`config.mk`:
```
export PLATFORM = sky130hd
export DESIGN_NAME = mic_sample_window
export DESIGN_NICKNAME = d
export VERILOG_FILES = /design/src/rtl/mic_sample_window.sv
export SDC_FILE = /design/constraint.sdc
export NUM_CORES = 1
export LEC_CHECK = 0
export ABC_AREA = 1
export ABC_CLOCK_PERIOD_IN_PS = 11800
export CORE_MARGIN = 2
export CORE_UTILIZATION = 45
export CTS_BUF_LIST = sky130_fd_sc_hd__clkbuf_8 sky130_fd_sc_hd__clkbuf_16
export CTS_CLUSTER_SIZE = 24
export DETAILED_ROUTE_END_ITERATION = 10
export GPL_TIMING_DRIVEN = 0
export SLEW_MARGIN = 0
export SYNTH_ARGS = -nofsm -noshare
export SYNTH_HDL_FRONTEND = slang
export SYNTH_SLANG_ARGS = --single-unit
```
`constraint.sdc`:
```
create_clock -name clk -period 11.8 [get_ports clk]
set_input_delay 1.18 -clock clk [delete_from_list [all_inputs] [get_ports clk]]
set_output_delay 1.18 -clock clk [all_outputs]
set_load 0.005 [all_outputs]
```
`src/rtl/mic_sample_window.sv`:
```
// Per-channel circular window of SAMPLES words, presented as block or sliding frames with random-access read.
// Latency: frame_valid one cycle after the completing accept; rd_data one cycle after rd_ch/rd_idx.
// Backpressure: in_ready drops while a frame is held. Optional drop counter: MIC_SAMPLE_WINDOW_OVERRUN_EN.
module mic_sample_window #(
  parameter int SAMPLES  = 16,
  parameter int WIDTH    = 32,
  parameter int CHANNELS = 2,
  parameter int HOP      = 8,
  localparam int IDX_W   = $clog2(SAMPLES),
  localparam int CNT_W   = $clog2(SAMPLES + 1),
  localparam int CH_W    = (CHANNELS > 1) ? $clog2(CHANNELS) : 1
) (
  input  logic                      clk,
  input  logic                      rst_n,
  input  logic                      in_valid,
  input  logic [CHANNELS*WIDTH-1:0] in_data,
  output logic                      in_ready,
  input  logic                      mode,
  output logic                      frame_valid,
  input  logic                      frame_ready,
  input  logic [CH_W-1:0]           rd_ch,
  input  logic [IDX_W-1:0]          rd_idx,
  output logic [WIDTH-1:0]          rd_data,
`ifdef MIC_SAMPLE_WINDOW_OVERRUN_EN
  output logic [15:0]               overrun_cnt,
`endif
  output logic [CNT_W-1:0]          fill_count
);

  localparam logic [CNT_W-1:0] FULL   = CNT_W'(SAMPLES);
  localparam logic [CNT_W-1:0] LAST   = CNT_W'(SAMPLES - 1);
  localparam logic [CNT_W-1:0] KEEP   = CNT_W'(SAMPLES - HOP);
  localparam logic [IDX_W-1:0] HOP_M  = IDX_W'(HOP % SAMPLES);
  localparam logic [31:0]      CH_LIM = 32'(CHANNELS);

  logic [WIDTH-1:0] mem_q [CHANNELS][SAMPLES];

  logic [IDX_W-1:0] wr_ptr_q, wr_ptr_d;
  logic [IDX_W-1:0] base_q, base_d;
  logic [CNT_W-1:0] fill_q, fill_d;
  logic             frame_valid_q, frame_valid_d;
  logic             mode_q, mode_d;
  logic [WIDTH-1:0] rd_data_q, rd_data_d;
  logic             accept, release_frm, rd_ch_ok;
  logic [IDX_W-1:0] rd_addr;
  logic [CH_W-1:0]  rd_ch_safe;

  always_comb begin
    accept        = in_valid && !frame_valid_q;
    release_frm   = frame_valid_q && frame_ready;
    wr_ptr_d      = wr_ptr_q;
    base_d        = base_q;
    fill_d        = fill_q;
    frame_valid_d = frame_valid_q;
    mode_d        = mode_q;

    if (accept) begin
      wr_ptr_d = wr_ptr_q + IDX_W'(1);
      if (fill_q != FULL) fill_d = fill_q + CNT_W'(1);
      if (fill_q == LAST) frame_valid_d = 1'b1;
    end

    // In sliding mode the newest SAMPLES-HOP words stay resident for the next frame.
    if (release_frm) begin
      frame_valid_d = 1'b0;
      if (mode_q) begin
        fill_d = KEEP;
        base_d = base_q + HOP_M;
      end else begin
        fill_d = '0;
        base_d = wr_ptr_q;
      end
    end

    if (fill_q == '0 && !frame_valid_q) mode_d = mode;

    rd_ch_ok   = 32'(rd_ch) < CH_LIM;
    rd_ch_safe = rd_ch_ok ? rd_ch : '0;
    rd_addr    = base_q + rd_idx;
    rd_data_d  = rd_ch_ok ? mem_q[rd_ch_safe][rd_addr] : '0;
  end

  always_ff @(posedge clk or negedge rst_n) begin
    if (!rst_n) begin
      wr_ptr_q      <= '0;
      base_q        <= '0;
      fill_q        <= '0;
      frame_valid_q <= 1'b0;
      mode_q        <= 1'b0;
      rd_data_q     <= '0;
    end else begin
      wr_ptr_q      <= wr_ptr_d;
      base_q        <= base_d;
      fill_q        <= fill_d;
      frame_valid_q <= frame_valid_d;
      mode_q        <= mode_d;
      rd_data_q     <= rd_data_d;
    end
  end

  always_ff @(posedge clk) begin
    if (accept) begin
      for (int c = 0; c < CHANNELS; c++) begin
        mem_q[c][wr_ptr_q] <= in_data[c*WIDTH +: WIDTH];
      end
    end
  end

`ifdef MIC_SAMPLE_WINDOW_OVERRUN_EN
  logic [15:0] overrun_q, overrun_d;

  always_comb begin
    overrun_d = overrun_q;
    if (in_valid && frame_valid_q && overrun_q != 16'hFFFF) overrun_d = overrun_q + 16'd1;
  end

  always_ff @(posedge clk or negedge rst_n) begin
    if (!rst_n) overrun_q <= '0;
    else        overrun_q <= overrun_d;
  end

  assign overrun_cnt = overrun_q;
`endif

  assign in_ready    = !frame_valid_q;
  assign frame_valid = frame_valid_q;
  assign fill_count  = fill_q;
  assign rd_data     = rd_data_q;

endmodule

```
=== Word level (Yosys, flattened, before mapping) ===
Memory sizes are Yosys's and may differ from the RTL's.
Cells that the tools add are included.

* Input port bits: 74
* Memories kept: 1
* Bits in registers: 47
* Bits in latches: 0
* Word-level logic and storage cells: 44
* Bits in writable memories: 1024
* Memory bits (read-only): 0
* Output and inout bits: 39

* Order comparisons: 3
* Reductions and logical operators: 11
* Bitwise operators: 2
* Multipliers: 0
* Divide/modulo/power cells: 0
* Shift-type cells: 0
* Equal/unequal tests: 2
* Add/sub/neg operators: 4
* Mux-type cells: 15

{| class="wikitable"
|+ Memory list
! memory !! depth !! bits a word !! read ports !! clocked after Yosys merged registers in !! write ports !! line !! RTL
|-
| mem_q || 2 || 512 || 1 || 0 || 2 || 36 || <nowiki>logic [WIDTH-1:0] mem_q [CHANNELS][SAMPLES];</nowiki>
|}

{| class="wikitable"
|+ Operators by type and width
! cell !! count
|-
| 512-bit two-way mux || 1
|-
| 32-bit binary-select mux with 4-bit select || 1
|-
| 32-bit demux with 4-bit select || 1
|-
| 32-bit two-way mux || 3
|-
| 5-bit two-way mux || 3
|-
| 5-bit greater-or-equal comparator (second input constant) || 2
|-
| 4-bit NOT with 5-bit output || 2
|-
| 4-bit two-way mux || 2
|-
| 2-bit nonzero test || 3
|-
| 5-bit by 1-bit adder with 5-bit output (second input constant) || 1
|-
| 5-bit by 4-bit == test with 1-bit output (second input constant) || 1
|-
| 5-bit logical NOT || 1
|-
| 5-bit by 1-bit < comparator with 1-bit output (second input constant) || 1
|-
| 5-bit != test (second input constant) || 1
|-
| 4-bit by 1-bit adder with 4-bit output (second input constant) || 1
|-
| 4-bit adder || 1
|-
| 4-bit adder (second input constant) || 1
|-
| 1-bit logical AND || 4
|-
| 1-bit two-way mux || 4
|-
| 2-bit AND reduction || 2
|-
| 1-bit logical NOT || 1
|}

=== Longest topological paths before layout ===
Gate-level depths: netlist of run 1.

* Word-level depth: 6
* Gate-level depth with buffers: 12

=== Least setup slack after synthesis of run 1 ===
OpenSTA, ideal clock, no wires.

* Path type: input to register
* From: input in_valid
* To: memory mem_q[0][0] in the netlist's numbering (enable)
* Library setup time: 486 ps
* Buffers on the path: 0
* Arrival time: 4196 ps
* Setup slack: 7118 ps
* Stages: 4
* Cells stage by stage: nand2_1 clkinv_1 nand2_1 nor2_1

{| class="wikitable"
|+ RTL lines
! what !! line !! RTL
|-
| start: declaration || 15 || <nowiki>input logic in_valid,</nowiki>
|-
| end: declaration || 36 ||
|}

=== Worst setup path in the final report of run 1 ===
* From: input rd_idx[0]
* To: register rd_data_q[22] (netlist: rd_data[22])

* Cells in the longest elaborated chain, start to end: 5

{| class="wikitable"
|+ Ends and longest elaborated chain
! what !! line !! RTL
|-
| start: declaration || 22 || <nowiki>input logic [IDX_W-1:0] rd_idx,</nowiki>
|-
| 4-bit adder || 79 || <nowiki>rd_addr = base_q + rd_idx;</nowiki>
|-
| 4-bit NOT with 5-bit output (not written as such) || 80 || <nowiki>rd_data_d = rd_ch_ok ? mem_q[rd_ch_safe][rd_addr] : '0;</nowiki>
|-
| 32-bit binary-select mux with 4-bit select || 80 ||
|-
| 32-bit two-way mux (not written as such) (2 in series) || 80 ||
|-
| via rd_data_d[22] || 43 || <nowiki>logic [WIDTH-1:0] rd_data_q, rd_data_d;</nowiki>
|-
| end signal: assignment || 97 || <nowiki>rd_data_q <= rd_data_d;</nowiki>
|-
| end: declaration || 43 ||
|}

The timed path passes the listed nets, and every way through them passes these cells. The select of a mux whose other input is x is not followed.
A chain may end at the register's enable or synchronous reset.

==> results of run 1 <==
sequential cells by signal, indices dropped and copies added, names as in the netlist:
name,count
base_q,4
fill_count,5
frame_valid,1
mem_q,1024
mode_q,1
rd_data,32
wr_ptr_q,4
metal layers:
layer | wire length [microns] | vias up | GRT usage (%) | share of wire [%]
li1 | - | 13080 | - | -
met1 | 51730 | 13890 | 35.27 | 41
met2 | 60520 | 1293 | 42.18 | 47
met3 | 10800 | 256 | 4.771 | 8.5
met4 | 4349 | 2 | 9.561 | 3.4
met5 | 10 | - | 0 | 0.0078
cell type report:
| cell class | instances | area share [%] |
|---|---|---|
| sequential | 1071 | 63.90 |
| antenna | 2 | 0.01002 |
| clock inverter | 92 | 1.713 |
| clock buffer | 114 | 5.620 |
| inverter | 19 | 0.1478 |
| timing repair buffer | 145 | 3.641 |
| buffer | 217 | 2.066 |
| multi-input combinational | 2293 | 19.73 |
| tap | 1265 | 3.168 |
cells in the mapped netlist:
library cell	number
buf_2	138
edfxtp_1	1024
buf_1	30
inv_2	2
nand2_1	1468
xor2_1	5
nand4_1	1
nand3_1	771
dfrtp_1	47
clkbuf_1	37
inv_4	1
ha_1	10
xnor2_1	1
fa_1	1
inv_1	15
buf_4	12
o22ai_1	2
a21oi_1	5
nor2_1	19
clkinv_1	1
o21ai_0	10
power breakdown:
group          switching (uW)  leakage, uW  total, uW  internal (uW)
logic                    2440      0.00692       3370            922
clock network            1460      0.00189       3530           2060
registers                94.5      0.00983       4700           4610
worst max-delay path, stage by stage:
cell	delay, ns
clkdlybuf4s50_1	0.44
ha_1	0.24
fa_1	0.52
inv_1	0.10
clkbuf_1	1.11
clkbuf_1	0.66
nand3_1	0.18
nand2_1	0.10
nand2_1	0.05
nand2_1	0.09
nand2_1	0.06
nand2_1	0.15
kinds of logic after synthesis:
| group | after synthesis |
|---|---|
| buffers and inverters | 236 |
| AO/OA/AOI/OAI | 17 |
| flip-flops | 1071 |
| XOR/XNOR | 6 |
| AND/OR/NAND/NOR | 2259 |
| adder cells (fa/ha/maj) | 11 |
how the worst min path moves through the flow:
stage                                  endpoint  cells after the start  slack, ns
after global routing       rd_data[2]$_DFF_PN0_                      1       0.42
after detailed placement  base_q[2]$_DFFE_PN0P_                      2       0.49
after floorplan           base_q[0]$_DFFE_PN0P_                      2       0.46
after CTS                  rd_data[2]$_DFF_PN0_                      1       0.40
final                      rd_data[2]$_DFF_PN0_                      1       0.40
after global placement    base_q[2]$_DFFE_PN0P_                      2       0.48
stage by stage:
stage / utilization, % / cells / setup WS, ns / hold slack [ns] / total power [uW]
3_3_place_gp: 48.06 / 4976 / 4.385 / 0.4756 / 8057
5_1_grt: 52.82 / 5216 / 7.437 / 0.4152 / 12080
3_5_place_dp: 48.94 / 5010 / 6.899 / 0.4892 / 8121
6_report: 52.82 / 5218 / 7.513 / 0.4001 / 11600
4_1_cts: 52.82 / 5216 / 7.601 / 0.3980 / 11610
2_1_floorplan: - / 3600 / 7.118 / 0.4570 / 6591
==> impl_metrics.ini, run 1 <==
[drt]
drc = 0
routed_via_density = 5.466
drt-total-wl_mm = 127.4
drt_iter0_markers = 3186
postRouteAntennaNets = 0
dr.pass1.iters = 6
vias = 28520
routedWlPerCell_microns = 24.42

[synthesis]
syn_avg_cell_area_sq_um = 11.88
synth_cell_types = 21
yosys.area_share.simple_pct = 22.09
netlist.area_leader.share_pct = 71.91
synth_top_family_by_area = simple AND/OR/NAND/NOR gates
syn_inst = 3600
ys_warn_count = 0
ys_seq_area_share_pct = 74.66
synth_top_cell_by_area = edfxtp_1
syn_area_sq_um = 42760
muxShareOfSynthArea_pct = 0
synthAdderAreaFrac_pct = 0.3394
synth-seq-cells = 1071
synth-compound-area-share_pct = 0.2048
synth.area.top_cells = edfxtp_1 (72%), nand2_1 (13%), nand3_1 (9.0%)
synth_xor_area_share_pct = 0.1229
syn_nets = 3685

[floorplanning]
die_h_microns = 312.3
die_w_microns = 312.3
io_pins = 113
start_util_pct = 45.21
die_area_sq_um = 97510
rows = 113
core_area_sq_um = 94590

[finish]
layout_common_cells = nand2_1 (1468), edfxtp_1 (1024), nand3_1 (771), buf_2 (138)
final_common_cell = nand2_1
seq_area_sq_um = 31930
nNetsFinal = 3942
areaGrowthSynthToFinish_pct = 16.83
multi_input_area_sq_um = 9859
layout-drive-gt1-share_pct = 9.162
fin_area_sq_um = 49960
nFillCells = 8032

[pwr]
p_leak_uw = 0.01864
power_density_nw_per_um2 = 232.1
vdd_drop_max_uv = 130.4

[sta]
setup_tns_ns = 0
relSlewSlack_pct = -1.690
rsz0062_at_grt = no
max_freq_mhz = 233.2
period_share_pct = 36.33
fin_crit_ns = 4.287
slew_violations = 11
skew_ns = 0.03098
tightest_slew_ns = 1.525
setup_viol = 0
hold_violations = 0

[global_route]
grt_pass1_vias = 27120
antenna_found_initial = 2
grt_use_total_pct = 26.03
overflow = 0
grt_max_degree = 33
grt_pass1_wl_mm = 183.8

[worst_setup_path]
r2r_start = base_q[0]$_DFFE_PN0P_
reg2reg_depth = 11
cp_max_fo = 10
startpoint = rd_idx[0]
cp_data_arrival_time_ns = 4.88
timing.setup.critical_path_class = primary input to register
critPathCapture = rd_data[22]$_DFF_PN0_
endpoint_kind = register
cp.required_ns = 12.40
r2r_setup_slack_ns = 8.11
r2r_end = rd_data[22]$_DFF_PN0_
critical_path.startpoint_type = primary input

[clock_network]
clockBufferDepth = 3
htreeDepth = 3
ctsResizeCount = 0
cts_made_buffers = 110
cts_num_sinks = 1071
cts_tree = yes
postCtsSetupRepairBufs = 0
clk_latency_ns = 0.70
path_clk_slew_ns = 0.06
root_buffer = clkbuf_16
cts-hold-fix-buffers = 0

[placed_design]
io_buffer_count = 111
place_area_sq_um = 46290
hpwl_mm = 83.38
gp_congestion = 0.8373

[hold_path]
hold_path.class = primary input to asynchronous set/reset pin

[outcome]
violations = capacitance limit, slew limit
status = complete, but fails checks

[run]
drv_cap = 1
Power figures use the tool's default switching activity.
==> run 2: changes to the inputs <==
--- a/config.mk
+++ b/config.mk
@@ -6,7 +6,7 @@
 export NUM_CORES = 1
 export LEC_CHECK = 0
 export ABC_AREA = 1
-export ABC_CLOCK_PERIOD_IN_PS = 11800
+export ABC_CLOCK_PERIOD_IN_PS = 3850
 export CORE_MARGIN = 2
 export CORE_UTILIZATION = 45
 export CTS_BUF_LIST = sky130_fd_sc_hd__clkbuf_8 sky130_fd_sc_hd__clkbuf_16
==> constraint.sdc (replaced) <==
create_clock -name clk -period 3.85 [get_ports clk]
set_input_delay 0.385 -clock clk [delete_from_list [all_inputs] [get_ports clk]]
set_output_delay 0.385 -clock clk [all_outputs]
set_load 0.005 [all_outputs]
==> run 2 against run 1 <==
The run now ends clean. Cell count is 0.19% higher. First-iteration DRC count is 3.8% higher. Via count increased by 0.61%. Final area hardly changed. Routed wire length is 0.41% higher. Die area unchanged. Non-clock buffer count unchanged. Power rose to 3.1 times the previous value. Combinational power grew to 3.1 times the previous value. Flip-flop and latch count did not move. Register-to-register slack got worse by 7.9 ns. Worst hold slack worse by 0.24 ns. Largest power group unchanged. Highest routed layer is now met4.
==> impl_metrics.ini, run 2 (synthesized netlist as in run 1, its figures left out) <==
[outcome]
status = finished clean

[worst_setup_path]
endpoint_kind = register
cp_slowest_stage_delay_ns = 1.03
crit_path_cell_trace = ha_1 > fa_1 > inv_1 > clkbuf_1 > clkbuf_1 > nand3_1 > nand2_1 > nand2_1 > nand2_1 > nand2_1 > nand2_1
cpMaxStageDelayCell = clkbuf_1
cp_max_fo = 10
cp_data_arrival_time_ns = 4.26
timing.setup.critical_path_class = register to register
crit_family = buffers and inverters
worst_path_most_repeated_cell = nand2_1
cp.required_ns = 4.45
critical_path.startpoint_type = register
critPathBufInv = 3

[drt]
drc = 0
drt_iter0_markers = 3306
vias = 28700
drt-total-wl_mm = 127.9
postRouteAntennaNets = 0
routed_via_density = 5.489
dr.pass1.iters = 6
routedWlPerCell_microns = 24.47

[sta]
fin_crit_ns = 3.659
period_share_pct = 95.05
skew_ns = 0.02684
slew_violations = 0
worst_slack_ns = 0.1907
setup_viol = 0
tightest_slew_ns = 1.408
max_freq_mhz = 273.3
relSlewSlack_pct = 6.145
rsz0062_at_grt = no
hold_violations = 0

[hold_path]
hold_path.class = primary input to asynchronous set/reset pin

[pwr]
vdd_drop_max_uv = 405.2
power_density_nw_per_um2 = 708.3
p_leak_uw = 0.01873
total_power_uw = 35420

[global_route]
grt_pass1_vias = 27420
grt_max_degree = 34
overflow = 0
grt_pass1_wl_mm = 185.3
antenna_found_initial = 2
grt_use_total_pct = 26.23

[floorplanning]
start_util_pct = 45.21
core_area_sq_um = 94590
rows = 113
die_w_microns = 312.3
die_area_sq_um = 97510
die_h_microns = 312.3
io_pins = 113

[finish]
final_common_cell = nand2_1
nFillCells = 8054
layout-drive-gt1-share_pct = 9.348
nNetsFinal = 3945
regMostFlops = mem_q
fin_area_sq_um = 50000
fin_util_pct = 52.86
layout_common_cells = nand2_1 (1468), edfxtp_1 (1024), nand3_1 (771), buf_2 (138), clkbuf_16 (115)
largest_reg_flops = 1024
areaGrowthSynthToFinish_pct = 16.92

[clock_network]
cts_num_sinks = 1071
htreeDepth = 3
cts_made_buffers = 113
path_clk_slew_ns = 0.06
clockBufferDepth = 3
ctsResizeCount = 0
cts_tree = yes
root_buffer = clkbuf_16
clk_latency_ns = 0.71

[run]
drv_cap = 0

[placed_design]
gp_congestion = 0.8478
place_area_sq_um = 46270
hpwl_mm = 83.56
place_ws_ns = -0.2490
io_buffer_count = 111
[run 2: cell types whose count changed in the layout (fill, tap and decap cells not counted), moves of 4 or more]
cell	delta
bufinv_16	-12
clkinv_2	-4
inv_1	+14
clkbuf_8	+24
clkbuf_16	+5
clkinv_1	-16
[run 2: layout make-up]
type / count / area [sq um] / share of cell area [%]
clock inverter: 70 / 440.4 / 0.8809
multi-input combinational: 2293 / 9859 / 19.72
clock buffer: 143 / 3263 / 6.526
antenna: 5 / 12.51 / 0.02502
timing repair buffer: 145 / 1809 / 3.619
sequential: 1071 / 31930 / 63.85
buffer: 217 / 1032 / 2.065
inverter: 19 / 73.82 / 0.1476
tap: 1265 / 1583 / 3.166
[run 2: what timing repair did]
| action | in CTS | in global routing |
|---|---|---|
| hold endpoints to repair | 47 | 0 |
| setup endpoints to repair | 0 | 0 |
| hold buffers | 1 | 0 |
| buffers inserted | 0 | 0 |
[run 2: path summary, 6_finish.rpt]
check                                            from                 endpoint  slack [ns]  cells after the start
worst max-delay path            base_q[0]$_DFFE_PN0P_    rd_data[22]$_DFF_PN0_        0.19                     11
worst min-delay path                            rst_n    rd_data[31]$_DFF_PN0_        0.16                      2
worst max register to register  base_q[0]$_DFFE_PN0P_    rd_data[22]$_DFF_PN0_        0.19                     11
worst min register to register  base_q[2]$_DFFE_PN0P_    base_q[2]$_DFFE_PN0P_        0.50                      2
max in group asynchronous                       rst_n    rd_data[13]$_DFF_PN0_        3.16                      3
min in group clk                          frame_ready  frame_valid$_DFFE_PN0P_        0.30                      2
[run 2: power breakdown]
group | internal (uW) | switching [uW] | leakage (uW)
combinational | 2820 | 7490 | 0.00692
sequential | 14100 | 302 | 0.00983
clock | 6200 | 4480 | 0.00198
total | 23100 | 12300 | 0.0187
[run 2: layer usage]
layer / part of all wire (%) / routed length [microns] / global-route usage (%) / vias to the layer above
met2: 48 / 61260 / 42.59 / 1302
met4: 3.2 / 4052 / 9.299 / 0
met3: 8.5 / 10880 / 4.472 / 245
li1: - / - / - / 13080
met5: 0 / 0 / 0 / -
met1: 40 / 51740 / 35.83 / 14070
[run 2: through the flow]
step	TNS [ns]	hold WS (ns)	std cells
after global routing	0	0.1764	5223
after floorplan	-105.33	0.08941	3600
after global placement	-1972.76	0.4761	4976
after detailed placement	-5.698	0.3334	5009
after CTS	0	0.1468	5223
final	0	0.1592	5228
